<file path="src/rtl/snake_dir_ctrl.sv">
// rtl/snake_dir_ctrl.sv - PS/2 scan-code parser and turn queue for the snake game; optional SNAKE_ARROW_KEYS_EN
module snake_dir_ctrl #(
  parameter int         QDEPTH    = 2,
  parameter logic [1:0] RESET_DIR = 2'd0
) (
  input  logic       clk,
  input  logic       reset,
  input  logic       code_valid,
  input  logic [7:0] code_byte,
  input  logic       tick,
  input  logic       clear,
  output logic [1:0] dir,
  output logic       turn_taken,
  output logic [2:0] q_count,
  output logic       drop_pulse,
  output logic       esc_pulse,
  output logic       enter_pulse
);

  typedef enum logic [1:0] {S_IDLE, S_BRK, S_EXT, S_EXT_BRK} pstate_e;

  localparam logic [1:0] LAST  = 2'(QDEPTH - 1);
  localparam logic [2:0] DEPTH = 3'(QDEPTH);

  localparam logic [1:0] DIR_RIGHT = 2'd0;
  localparam logic [1:0] DIR_UP    = 2'd1;
  localparam logic [1:0] DIR_LEFT  = 2'd2;
  localparam logic [1:0] DIR_DOWN  = 2'd3;

  pstate_e    state_q, state_d;
  // Storage is sized for the largest legal depth; pointers never reach unused slots.
  logic [1:0] mem_q [4];
  logic [1:0] rd_ptr_q, rd_ptr_d, wr_ptr_q, wr_ptr_d;
  logic [2:0] cnt_q, cnt_d;
  logic [1:0] dir_q, dir_d;
  logic       tt_q, tt_d, drop_q, drop_d, esc_q, esc_d, enter_q, enter_d;

  logic       make_en, make_ext;
  logic       req_en, esc_hit, enter_hit;
  logic [1:0] req_dir, tail_ptr, ref_dir;
  logic       full, accept, pop, push_en;

  function automatic logic [1:0] ptr_inc(input logic [1:0] p);
    return (p == LAST) ? 2'd0 : p + 2'd1;
  endfunction

  // Parser: track break/extended prefixes and flag when a make byte is present.
  always_comb begin
    state_d  = state_q;
    make_en  = 1'b0;
    make_ext = 1'b0;
    if (clear) begin
      state_d = S_IDLE;
    end else if (code_valid) begin
      case (state_q)
        S_IDLE: begin
          if (code_byte == 8'hF0)      state_d = S_BRK;
          else if (code_byte == 8'hE0) state_d = S_EXT;
          else                         make_en = 1'b1;
        end
        S_EXT: begin
          if (code_byte == 8'hF0)      state_d = S_EXT_BRK;
          else if (code_byte == 8'hE0) state_d = S_EXT;
          else begin
            make_en  = 1'b1;
            make_ext = 1'b1;
            state_d  = S_IDLE;
          end
        end
        S_BRK:   state_d = (code_byte == 8'hF0) ? S_BRK : S_IDLE;
        default: state_d = S_IDLE;
      endcase
    end
  end

  // Decode make codes into a direction request or an Esc/Enter command.
  always_comb begin
    req_en    = 1'b0;
    req_dir   = DIR_RIGHT;
    esc_hit   = 1'b0;
    enter_hit = 1'b0;
    if (make_en && !make_ext) begin
      case (code_byte)
        8'h1D:   begin req_en = 1'b1; req_dir = DIR_UP;    end
        8'h1C:   begin req_en = 1'b1; req_dir = DIR_LEFT;  end
        8'h1B:   begin req_en = 1'b1; req_dir = DIR_DOWN;  end
        8'h23:   begin req_en = 1'b1; req_dir = DIR_RIGHT; end
        8'h76:   esc_hit   = 1'b1;
        8'h5A:   enter_hit = 1'b1;
        default: ;
      endcase
    end
`ifdef SNAKE_ARROW_KEYS_EN
    if (make_en && make_ext) begin
      case (code_byte)
        8'h75:   begin req_en = 1'b1; req_dir = DIR_UP;    end
        8'h6B:   begin req_en = 1'b1; req_dir = DIR_LEFT;  end
        8'h72:   begin req_en = 1'b1; req_dir = DIR_DOWN;  end
        8'h74:   begin req_en = 1'b1; req_dir = DIR_RIGHT; end
        default: ;
      endcase
    end
`endif
  end

  // Turn queue: filter requests against the newest pending heading, pop on tick.
  always_comb begin
    tail_ptr = (wr_ptr_q == 2'd0) ? LAST : wr_ptr_q - 2'd1;
    ref_dir  = (cnt_q != 3'd0) ? mem_q[tail_ptr] : dir_q;
    full     = (cnt_q == DEPTH);
    accept   = req_en && !full && (req_dir != ref_dir) && (req_dir != (ref_dir ^ 2'd2));
    pop      = tick && (cnt_q != 3'd0);
    push_en  = accept && !clear;

    rd_ptr_d = rd_ptr_q;
    wr_ptr_d = wr_ptr_q;
    cnt_d    = cnt_q;
    dir_d    = dir_q;
    tt_d     = 1'b0;
    drop_d   = 1'b0;
    esc_d    = 1'b0;
    enter_d  = 1'b0;
    if (clear) begin
      rd_ptr_d = 2'd0;
      wr_ptr_d = 2'd0;
      cnt_d    = 3'd0;
      dir_d    = RESET_DIR;
    end else begin
      if (pop) begin
        dir_d    = mem_q[rd_ptr_q];
        rd_ptr_d = ptr_inc(rd_ptr_q);
        tt_d     = 1'b1;
      end
      if (accept) wr_ptr_d = ptr_inc(wr_ptr_q);
      cnt_d   = cnt_q + {2'b00, accept} - {2'b00, pop};
      drop_d  = req_en && !accept;
      esc_d   = esc_hit;
      enter_d = enter_hit;
    end
  end

  // State registers and queue storage.
  always_ff @(posedge clk or posedge reset) begin
    if (reset) begin
      state_q  <= S_IDLE;
      rd_ptr_q <= 2'd0;
      wr_ptr_q <= 2'd0;
      cnt_q    <= 3'd0;
      dir_q    <= RESET_DIR;
      tt_q     <= 1'b0;
      drop_q   <= 1'b0;
      esc_q    <= 1'b0;
      enter_q  <= 1'b0;
      for (int i = 0; i < 4; i++) mem_q[i] <= 2'd0;
    end else begin
      state_q  <= state_d;
      rd_ptr_q <= rd_ptr_d;
      wr_ptr_q <= wr_ptr_d;
      cnt_q    <= cnt_d;
      dir_q    <= dir_d;
      tt_q     <= tt_d;
      drop_q   <= drop_d;
      esc_q    <= esc_d;
      enter_q  <= enter_d;
      if (push_en) mem_q[wr_ptr_q] <= req_dir;
    end
  end

  assign dir         = dir_q;
  assign turn_taken  = tt_q;
  assign q_count     = cnt_q;
  assign drop_pulse  = drop_q;
  assign esc_pulse   = esc_q;
  assign enter_pulse = enter_q;

endmodule

</file>
<file path="config.mk">
export PLATFORM = sky130hd
export DESIGN_NAME = snake_dir_ctrl
export DESIGN_NICKNAME = d
export VERILOG_FILES = /design/src/rtl/snake_dir_ctrl.sv
export SDC_FILE = /design/constraint.sdc
export NUM_CORES = 1
export LEC_CHECK = 0
export ABC_AREA = 1
export CAP_MARGIN = 15
export CORE_MARGIN = 1
export CORE_UTILIZATION = 38
export DETAILED_ROUTE_END_ITERATION = 8
export GPL_ROUTABILITY_DRIVEN = 0
export PLACE_DENSITY = 0.65
export SYNTH_ARGS = -nofsm -noshare
export SYNTH_HDL_FRONTEND = slang
export SYNTH_SLANG_ARGS = --single-unit
export TNS_END_PERCENT = 10
</file>
<file path="constraint.sdc">
create_clock -name clk -period 2.4 [get_ports clk]
set_clock_uncertainty 0.2 [all_clocks]
set_input_delay 0.48 -clock clk [delete_from_list [all_inputs] [get_ports clk]]
set_output_delay 0.48 -clock clk [all_outputs]
set_load 0.005 [all_outputs]
</file>
# Word-level counts from Yosys, hierarchy flattened
# Index checks and enable logic that the tools add are counted.
dict set report word_totals {
  output_inout_bits 9
  n_memories 0
  register_bits 23
  rom_bits 0
  ram_bits 0
  inputBits 13
  latchBits 0
}
dict set report classes {
  bitwise 4
  mux 49
  div_mod_pow 0
  n_reduce_logical 21
  n_shift 0
  n_eq_ne 16
  n_mul 0
  add_sub_neg 5
  magnitude_cmp 4
}
# op count
set op_table {}
lappend op_table {{$mux 2} 22}
lappend op_table {{$eq 8x5->1 const B} 3}
lappend op_table {{$mux 1} 20}
lappend op_table {{$eq 8x7->1 const B} 2}
lappend op_table {{$eq 8x8->1 const B} 2}
lappend op_table {{$pmux 2 s3} 2}
lappend op_table {{$ge 3x3->1 const B} 3}
lappend op_table {{$not 2->3} 3}
lappend op_table {{$bmux 2 s2} 2}
lappend op_table {{$bwmux 8} 1}
lappend op_table {{$eq 8x6->1 const B} 1}
lappend op_table {{$logic_and 1x1->1} 8}
lappend op_table {{$eq 2x1->1 const B} 3}
lappend op_table {{$reduce_bool 2->1} 3}
lappend op_table {{$add 2x1->2 const B} 2}
lappend op_table {{$demux 2 s2} 1}
lappend op_table {{$logic_not 1->1} 4}
lappend op_table {{$logic_not 2->1} 2}
lappend op_table {{$ne 2x2->1} 2}
lappend op_table {{$ne 4x4->1 const B} 1}
lappend op_table {{$reduce_or 4->1} 1}
lappend op_table {{$add 3x1->3} 1}
lappend op_table {{$eq 3x2->1 const B} 1}
lappend op_table {{$lt 3x1->1 const B} 1}
lappend op_table {{other kinds (8)} 8}

# Depth between registers and ports, before layout
# Gate-level depths: netlist of run 1.
dict set report depth {
  ltp_word 15
  depth_mapped 17
  mapped_depth_nobuf 17
}

# Worst setup path before layout of run 1
# No wires, ideal clock.
dict set report synth_timing {
  kind {input port to flip-flop}
  start {input code_byte[6]}
  end {register cnt_q[2] (netlist: q_count[2])}
  setup_slack_ns -0.281
  t_arrival_ns 2.356
  required_time_ns 2.076
  n_path_buf 0
  setup_time_ns 0.124
  path_stages 17
  cell_sequence {inv_1 -> nand2_1 -> nor2_1 -> nand2_1 -> nand2_2 -> nand2_4 -> nand2_2 -> inv_2 -> nor2_8 -> nand2_2 -> ha_1 -> inv_1 -> ha_1 -> inv_1 -> fa_1 -> o21ai_0 -> a21oi_1}
}
dict set report synth_between {
  elab_chain_len 15
}
# item line_no
set synth_lines {}
lappend synth_lines {{start, declared} 9} ;# input logic [7:0] code_byte,
lappend synth_lines {{$eq 8x8->1} {58, 63}}
lappend synth_lines {{$mux 1} {58, 63}}
lappend synth_lines {{$mux 1} 57} ;# if (code_byte == 8'hF0) state_d = S_BRK;
lappend synth_lines {{$mux 1} 55} ;# case (state_q)
lappend synth_lines {{$mux 1} 54} ;# end else if (code_valid) begin
lappend synth_lines {{$mux 1} 52} ;# if (clear) begin
lappend synth_lines {{$logic_not 1->1} 82} ;# if (make_en && !make_ext) begin
lappend synth_lines {{$logic_and 1x1->1} 82}
lappend synth_lines {{$mux 2 / $mux 1 (equally long branches)} 82}
lappend synth_lines {{$ne 2x2->1 / $logic_and 1x1->1 (equally long branches)} 111} ;# accept = req_en && !full && (req_dir != ref_dir) && (req_dir != (ref_dir ^ 2'd2));
lappend synth_lines {{$logic_and 1x1->1} 111}
lappend synth_lines {{$logic_and 1x1->1 *} 111}
lappend synth_lines {{$add 3x1->3 *} 135} ;# cnt_d = cnt_q + {2'b00, accept} - {2'b00, pop};
lappend synth_lines {{$sub 3x1->3 *} 135}
lappend synth_lines {{$mux 3 *} 123} ;# if (clear) begin
lappend synth_lines {{via cnt_d[2]} 34} ;# logic [2:0] cnt_q, cnt_d;
lappend synth_lines {{end signal, assigned} 159} ;# cnt_q <= cnt_d;
lappend synth_lines {{end, declared} 34}
# The timed path passes the listed nets; every way through them passes the cells marked *.
# A chain may end at the register's enable or synchronous reset.

# Final worst setup path of run 1
dict set report layout_timing {
  start {input code_byte[7]}
  end {register cnt_q[1] (netlist: q_count[1])}
}
# Same word-level chain as after synthesis.

==> impl_results.md, run 1 <==
* Post-synth EDFFs at 0
* Netlist cell types at 25
* Synth Warn # at 0
* RSZ-0062 raised after global routing: yes
* Layout Cells excl Fill at 311
* Synth top cells by count: nand2_1, inv_1, nor2_1
* Initial core utilization at 39.4%
* Worst EP required at 2.37 ns
* Sequential fraction of the synthesis area at 39.9%
* Top-count cell post-synth: nand2_1
* Worst Setup SP: code_byte[7]
* Per-cell routed wire length at 11.4 um
* Post-Syn Nets at 212
* Area Growth Syn to Fin at 51.4%
* #FFs+latches synth at 23
* Mapped Cells at 196
* Placement Setup Slack at -0.756 ns
* First-pass GRT wire length at 6230 um
* Die area at 4050 um2
* Setup crit end kind: register
* Ys flop type: dfrtp_1
* Arrival @ worst endpoint at 2.44 ns
* Ports at 22
* Ys async rst share at 100%
* Most used cell along the critical path: nand2_4
* Largest net degree at the start of global routing at 24
* Psw at 438 uW
* Post-route ant nets at 0
* Status: finished, violations left
* Leakage at 0.00111 uW
* Inserted Diodes at 0
* GR Overflow Total at 0
* Dpl hpwl at 2620 um
* Slew headroom at 71.4%
* Fin crit period at 2.47 ns
* Max incr delay on CP at 0.51 ns
* Core Area at 3660 um2
* GRT Total Usage at 19.7%
* Root buffer cell: clkbuf_8
* Hold Path End: esc_pulse
* Setup TNS at -0.113 ns
* Layout cells sized above 1 at 40.3%
* Area leader, netlist: dfrtp_1
* Sequence of cells on the critical path: buf_2, buf_6, inv_12, nand2_4, nor2_4, nand2_1, nand2_2, nand2_4, nand2_4, inv_4, nor2_8, nand2_4, ha_4, inv_4, ha_4, inv_2, fa_2, nor2_1
* Num Clock Sinks at 23
* TritonCTS Buffers at 3
* Hold Path Stages at 2
* Sequential fraction of design power at 36.4%
* Post-Syn Area per Cell at 7.37 um2
* Initial antenna violation count at 0
* Placed insts at 290
* H-tree depth at 1
* Die H at 63.6 um
* Top cell type's share of synthesized area at 39.9%
* Switch share at 34.5%
* First-pass DRT Iterations at 4
* Slew @ Worst Pin at 0.425 ns
* Finished Core Util at 59.7%
* Crit start category: input port
* Final WS setup at -0.0721 ns
* Reg2reg setup slack at -0.07 ns
* Drc violations at 0
* Worst skew pair latency at 0.27 ns
* Failing checks: setup timing
* Reg2Reg Depth at 13
* Clk slew on worst S/H paths at 0.08 ns
* Vias/cell at 4.69
* Clock power share at 19.6%
* Pwr/cell area at 582 nW/um2
* Vias in the first global route at 1456
* Number of port buffers at 21
* Setup CP Type: input port to register
* CTS tree: done
* Clk buf depth at 2
* Cell Area, Synth at 1440 um2
* Synth area leaders: dfrtp_1, nand2_1, inv_1
* Pins Over Slew Limit at 0
* Power share of the combinational group at 44.0%
* Die W at 63.6 um
* Crit share post-route at 103%
* Post-Route WL at 3540 um
* # setup viols final at 2
* Layout Nets at 280
* Final Hold Fails at 0
* Maxcap violations at 0
* DR iter-0 viols at 101
* Critical-path maximum fanout at 4
* Site Rows at 22
* Worst flop-to-flop path startpoint: wr_ptr_q[0]
* DR vias at 1459
* Crit Reg-Reg Endpoint: q_count[1]
* Max VDD drop at 0.438 mV
* Min-delay src: code_byte[3]
* Internal power at 833 uW
* Hold buffers post-CTS at 0
* Maximum clock frequency at 405 MHz
* Hold Crit Class: input port to register
* Slowest-stage cell, CP: fa_2
## what timing repair did
item / in CTS / in global routing
gates resized for setup: 44 / 8
setup endpoints to repair: 3 / 12
pin swaps: 25 / 4
setup buffers: 17 / 0
endpoints found under the hold margin: 0 / 0
## kinds of logic after synthesis
group	Yosys count	share of synthesized area, %
DFF	23	39.9
adders and majority gates	3	3.12
AOI/OAI and AO/OA	20	7.11
and+or+nand+nor	117	40.6
xor gates and xnor gates	1	0.607
buffers and inverters	32	8.67
## area by class of cell
class	instances	area (um2)
fill	338	1480
multi-input combinational	141	865
tap	48	60.1
clock buffer	3	41.3
clock inverter	1	5.00
inverter	31	145
sequential	23	576
timing repair buffer	64	494
## layer usage
layer / up-vias / global-route usage, % / routed length, um
met5: - / 0 / 0
met4: 0 / 6.25 / 66
met3: 8 / 4.17 / 98
met2: 24 / 33.6 / 1740
met1: 673 / 24.5 / 1640
li1: 754 / - / -
## power by group through the flow
stage	Combinational, uW	Clock, uW	Sequential, uW
global placement	489	0	468
finish	559	249	463
global route	636	268	467
detailed placement	504	0	470
floorplan	240	0	488
CTS	550	259	464
## how the worst max path moves through the flow
| stage | end | slack, ns | depth (start not counted) |
|---|---|---|---|
| finish | q_count[1] | -0.07 | 18 |
| global route | q_count[2] | -0.17 | 15 |
| CTS | q_count[1] | -0.11 | 13 |
| detailed placement | q_count[1] | -0.76 | 16 |
| global placement | q_count[1] | -0.67 | 16 |
| floorplan | q_count[1] | -0.09 | 16 |
## sequential cells by signal, summed over array words and instances (netlist names)
signal / count
esc_pulse: 1
state_q: 2
enter_pulse: 1
q_count: 3
mem_q: 8
rd_ptr_q: 2
wr_ptr_q: 2
dir: 2
turn_taken: 1
drop_pulse: 1
## through the flow
stage / cell area, um2 / power, uW / hold WS [ns]
after floorplan: 1520 / 728 / 0.237
after global placement: 1980 / 957 / 0.257
after detailed placement: 1980 / 974 / 0.258
after CTS: 2190 / 1270 / 0.275
after global routing: 2190 / 1370 / 0.274
final: 2190 / 1270 / 0.262
## worst max-delay path, delay by kind of cell
| family | cells | cell delay [ns] |
|---|---|---|
| adders and majority gates | 3 | 0.88 |
| and+or+nand+nor | 9 | 0.69 |
| buffers and inverters | 6 | 0.41 |
## placed cells by master (no fill, tap or decap), types with 3 or more instances in the layout
master | synthesis | layout
nand2_1 | 49 | 40
buf_4 | 1 | 42
clkbuf_8 | 0 | 3
inv_2 | 3 | 4
nand3_1 | 18 | 17
clkdlybuf4s50_1 | 0 | 11
nor4_1 | 3 | 3
nor2_4 | 5 | 10
nand3_2 | 5 | 6
nor2_2 | 3 | 5
inv_1 | 27 | 21
o21ai_0 | 10 | 9
nand2_4 | 1 | 4
nor2_1 | 24 | 17
nand2_2 | 4 | 10
inv_4 | 0 | 3
a21oi_1 | 7 | 7
buf_2 | 0 | 6
dfrtp_1 | 23 | 23
Note: power is estimated with default switching activity, not from simulation.
==> run 2: changes to the inputs <==
Settings changed: CTS_CLUSTER_DIAMETER set to 80, PLACE_DENSITY 0.65 to 0.63, TNS_END_PERCENT 10 to 1.
Clock period 2.4 ns to 2.35 ns, I/O delays scaled along.
==> run 2 against run 1 <==
Compared with the run above: the run still ends with setup timing left; first-iteration DRC count decreased by 53%; non-clock buffer count increased by 4; register-to-register slack got worse by 0.03 ns; critical path depth unchanged; global-route usage decreased by 0.40 points; clock power increased by 4%; routed wire length decreased by 2.0%; utilization increased by 1.6 points; die area unchanged; combinational power increased by 6.4%.
==> impl_results.md, run 2 (synthesis results as in run 1) <==
* Failing checks: setup timing
* Hold slack at 0.255 ns
* Setup TNS at -0.176 ns
* Met3 wire len at 65 um
* Initial antenna violation count at 0
* Critical-path maximum fanout at 4
* CTS tree: done
* Max VDD drop at 0.385 mV
* # setup viols final at 2
* Vias in the first global route at 1480
* Arrival @ worst endpoint at 2.41 ns
* Total power draw at 1340 uW
* Setup CP Type: input port to register
* Largest net degree at the start of global routing at 24
* First-pass GRT wire length at 6180 um
* Ports at 22
* Post-route ant nets at 0
* Hold Crit Class: input port to register
* Most common cell after layout, fill and taps aside: buf_4
* Die area at 4050 um2
* Initial core utilization at 39.4%
* Maxcap violations at 0
* Setup crit end kind: register
* Root buffer cell: clkbuf_8
* Dpl hpwl at 2490 um
* Vias/cell at 4.68
* Die W at 63.6 um
* DR vias at 1474
* Final Hold Fails at 0
* Crit share post-route at 104%
* Worst EP required at 2.31 ns
* Site Rows at 22
* Pwr/cell area at 596 nW/um2
* WL met1 at 1640 um
* Slew headroom at 76.3%
* Inserted Diodes at 0
* Placed insts at 293
* Top routing layer used: met4
* Most used cell along the critical path: nand2_4
* Clk buf depth at 2
* Worst skew pair latency at 0.27 ns
* Layout cells sized above 1 at 42.3%
* Core Area at 3660 um2
* Post-Route WL at 3470 um
* Drc violations at 0
* Slowest-stage cell, CP: fa_2
* Worst Path Buf+Inv at 5
* Num Clock Sinks at 23
* WL met2 at 1730 um
* Area Growth Syn to Fin at 55.5%
* Layout filler cell count at 329
* H-tree depth at 1
* Number of port buffers at 21
* Crit start category: input port
* TritonCTS Buffers at 3
* Clk slew on worst S/H paths at 0.09 ns
* DR iter-0 viols at 47
* Max incr delay on CP at 0.37 ns
* Pins Over Slew Limit at 0
* Final WS setup at -0.102 ns
* RSZ-0062 raised after global routing: yes
* GRT Total Usage at 19.3%
* Die H at 63.6 um
* Layout Cells excl Fill at 315
* Status: finished, violations left
* Top reg by flops: mem_q
* Sequence of cells on the critical path: buf_2, inv_12, nand2_4, nor2_4, nand2_2, nand2_2, nand2_4, nand2_4, inv_4, nor2_8, nand2_4, ha_4, inv_4, ha_4, inv_2, fa_2, o21ai_2, a21oi_2
* Maximum clock frequency at 408 MHz
* Layout Nets at 284
* First-pass DRT Iterations at 4
* GR Overflow Total at 0
* Per-cell routed wire length at 11.0 um
* Max reg flops at 8
* Reg2reg setup slack at -0.10 ns
* Combined area of the multi-input logic cells at 898 um2
* Register area at 576 um2
* Fin crit period at 2.45 ns
* Most frequent cells in the layout: buf_4, nand2_1, dfrtp_1, inv_1, nand3_1
* Leakage at 0.00114 uW
* Slew @ Worst Pin at 0.352 ns
* CP delay by family, top: adder cells
[run 2: cell count changes in the layout (fill, tap and decap cells not counted)]
cell / previous run / this run
buf_4: 42 / 47
nor2_4: 10 / 13
nand2_4: 4 / 6
nor2_2: 5 / 3
a21oi_1: 7 / 6
a21oi_2: 0 / 1
buf_6: 1 / 0
nand2_1: 40 / 39
nand2_2: 10 / 9
nor2_1: 17 / 16
[run 2: path summary, 6_finish.rpt]
kind / start / end / cells after the start
setup reg to reg: wr_ptr_q[1] / q_count[2] / 16
hold reg to reg: mem_q[6] / mem_q[6] / 2
setup / recovery: code_byte[7] / q_count[2] / 18
min in group asynchronous: reset / turn_taken / 3
hold / removal: code_byte[3] / esc_pulse / 2
max in group asynchronous: reset / rd_ptr_q[0] / 3
[run 2: through the flow]
step           area [um2]  util, %  setup WS [ns]
2_1_floorplan        1520        -         -0.135
3_3_place_gp         2000     54.8         -0.742
3_5_place_dp         2000     54.8         -0.757
4_1_cts              2200     60.2         -0.109
5_1_grt              2250     61.3         -0.217
6_report             2250     61.3         -0.102
[run 2: report_power, final]
part	internal [uW]	leakage [uW]	switching, uW
clock network	119	0.0000255	140
logic	294	0.000797	301
registers	441	0.000315	43.7
[run 2: cell type report]
class	count	share of cell area, %
sequential	23	25.6
timing repair buffer	68	23.2
clock buffer	3	1.84
inverter	31	6.46
clock inverter	1	0.223
tap	48	2.67
multi-input combinational	141	40.0
[run 2: what timing repair did]
action                                  in CTS  in global routing
endpoints found under the setup margin       3                 12
buffers inserted                            14                  5
hold buffers                                 0                  0
resized for setup                           41                 20
pin swaps                                   22                 19
[run 2: per-layer routing]
metal	vias to the layer above	global-route usage, %
li1	761	-
met2	15	32.7
met4	0	6.82
met3	4	2.17
met1	694	25.1
met5	-	0
[run 2: worst register-to-register path, cell delays in order, from the launching register on]
cell     delay [ns]
dfrtp_1        0.43
inv_2          0.05
nand3_1        0.12
nand2_4        0.06
nor2_2         0.14
nor2_4         0.07
nand2_4        0.08
inv_4          0.05
nor2_8         0.11
nand2_4        0.06
ha_4           0.22
inv_4          0.05
ha_4           0.11
inv_2          0.03
fa_2           0.37
o21ai_2        0.15
a21oi_2        0.04
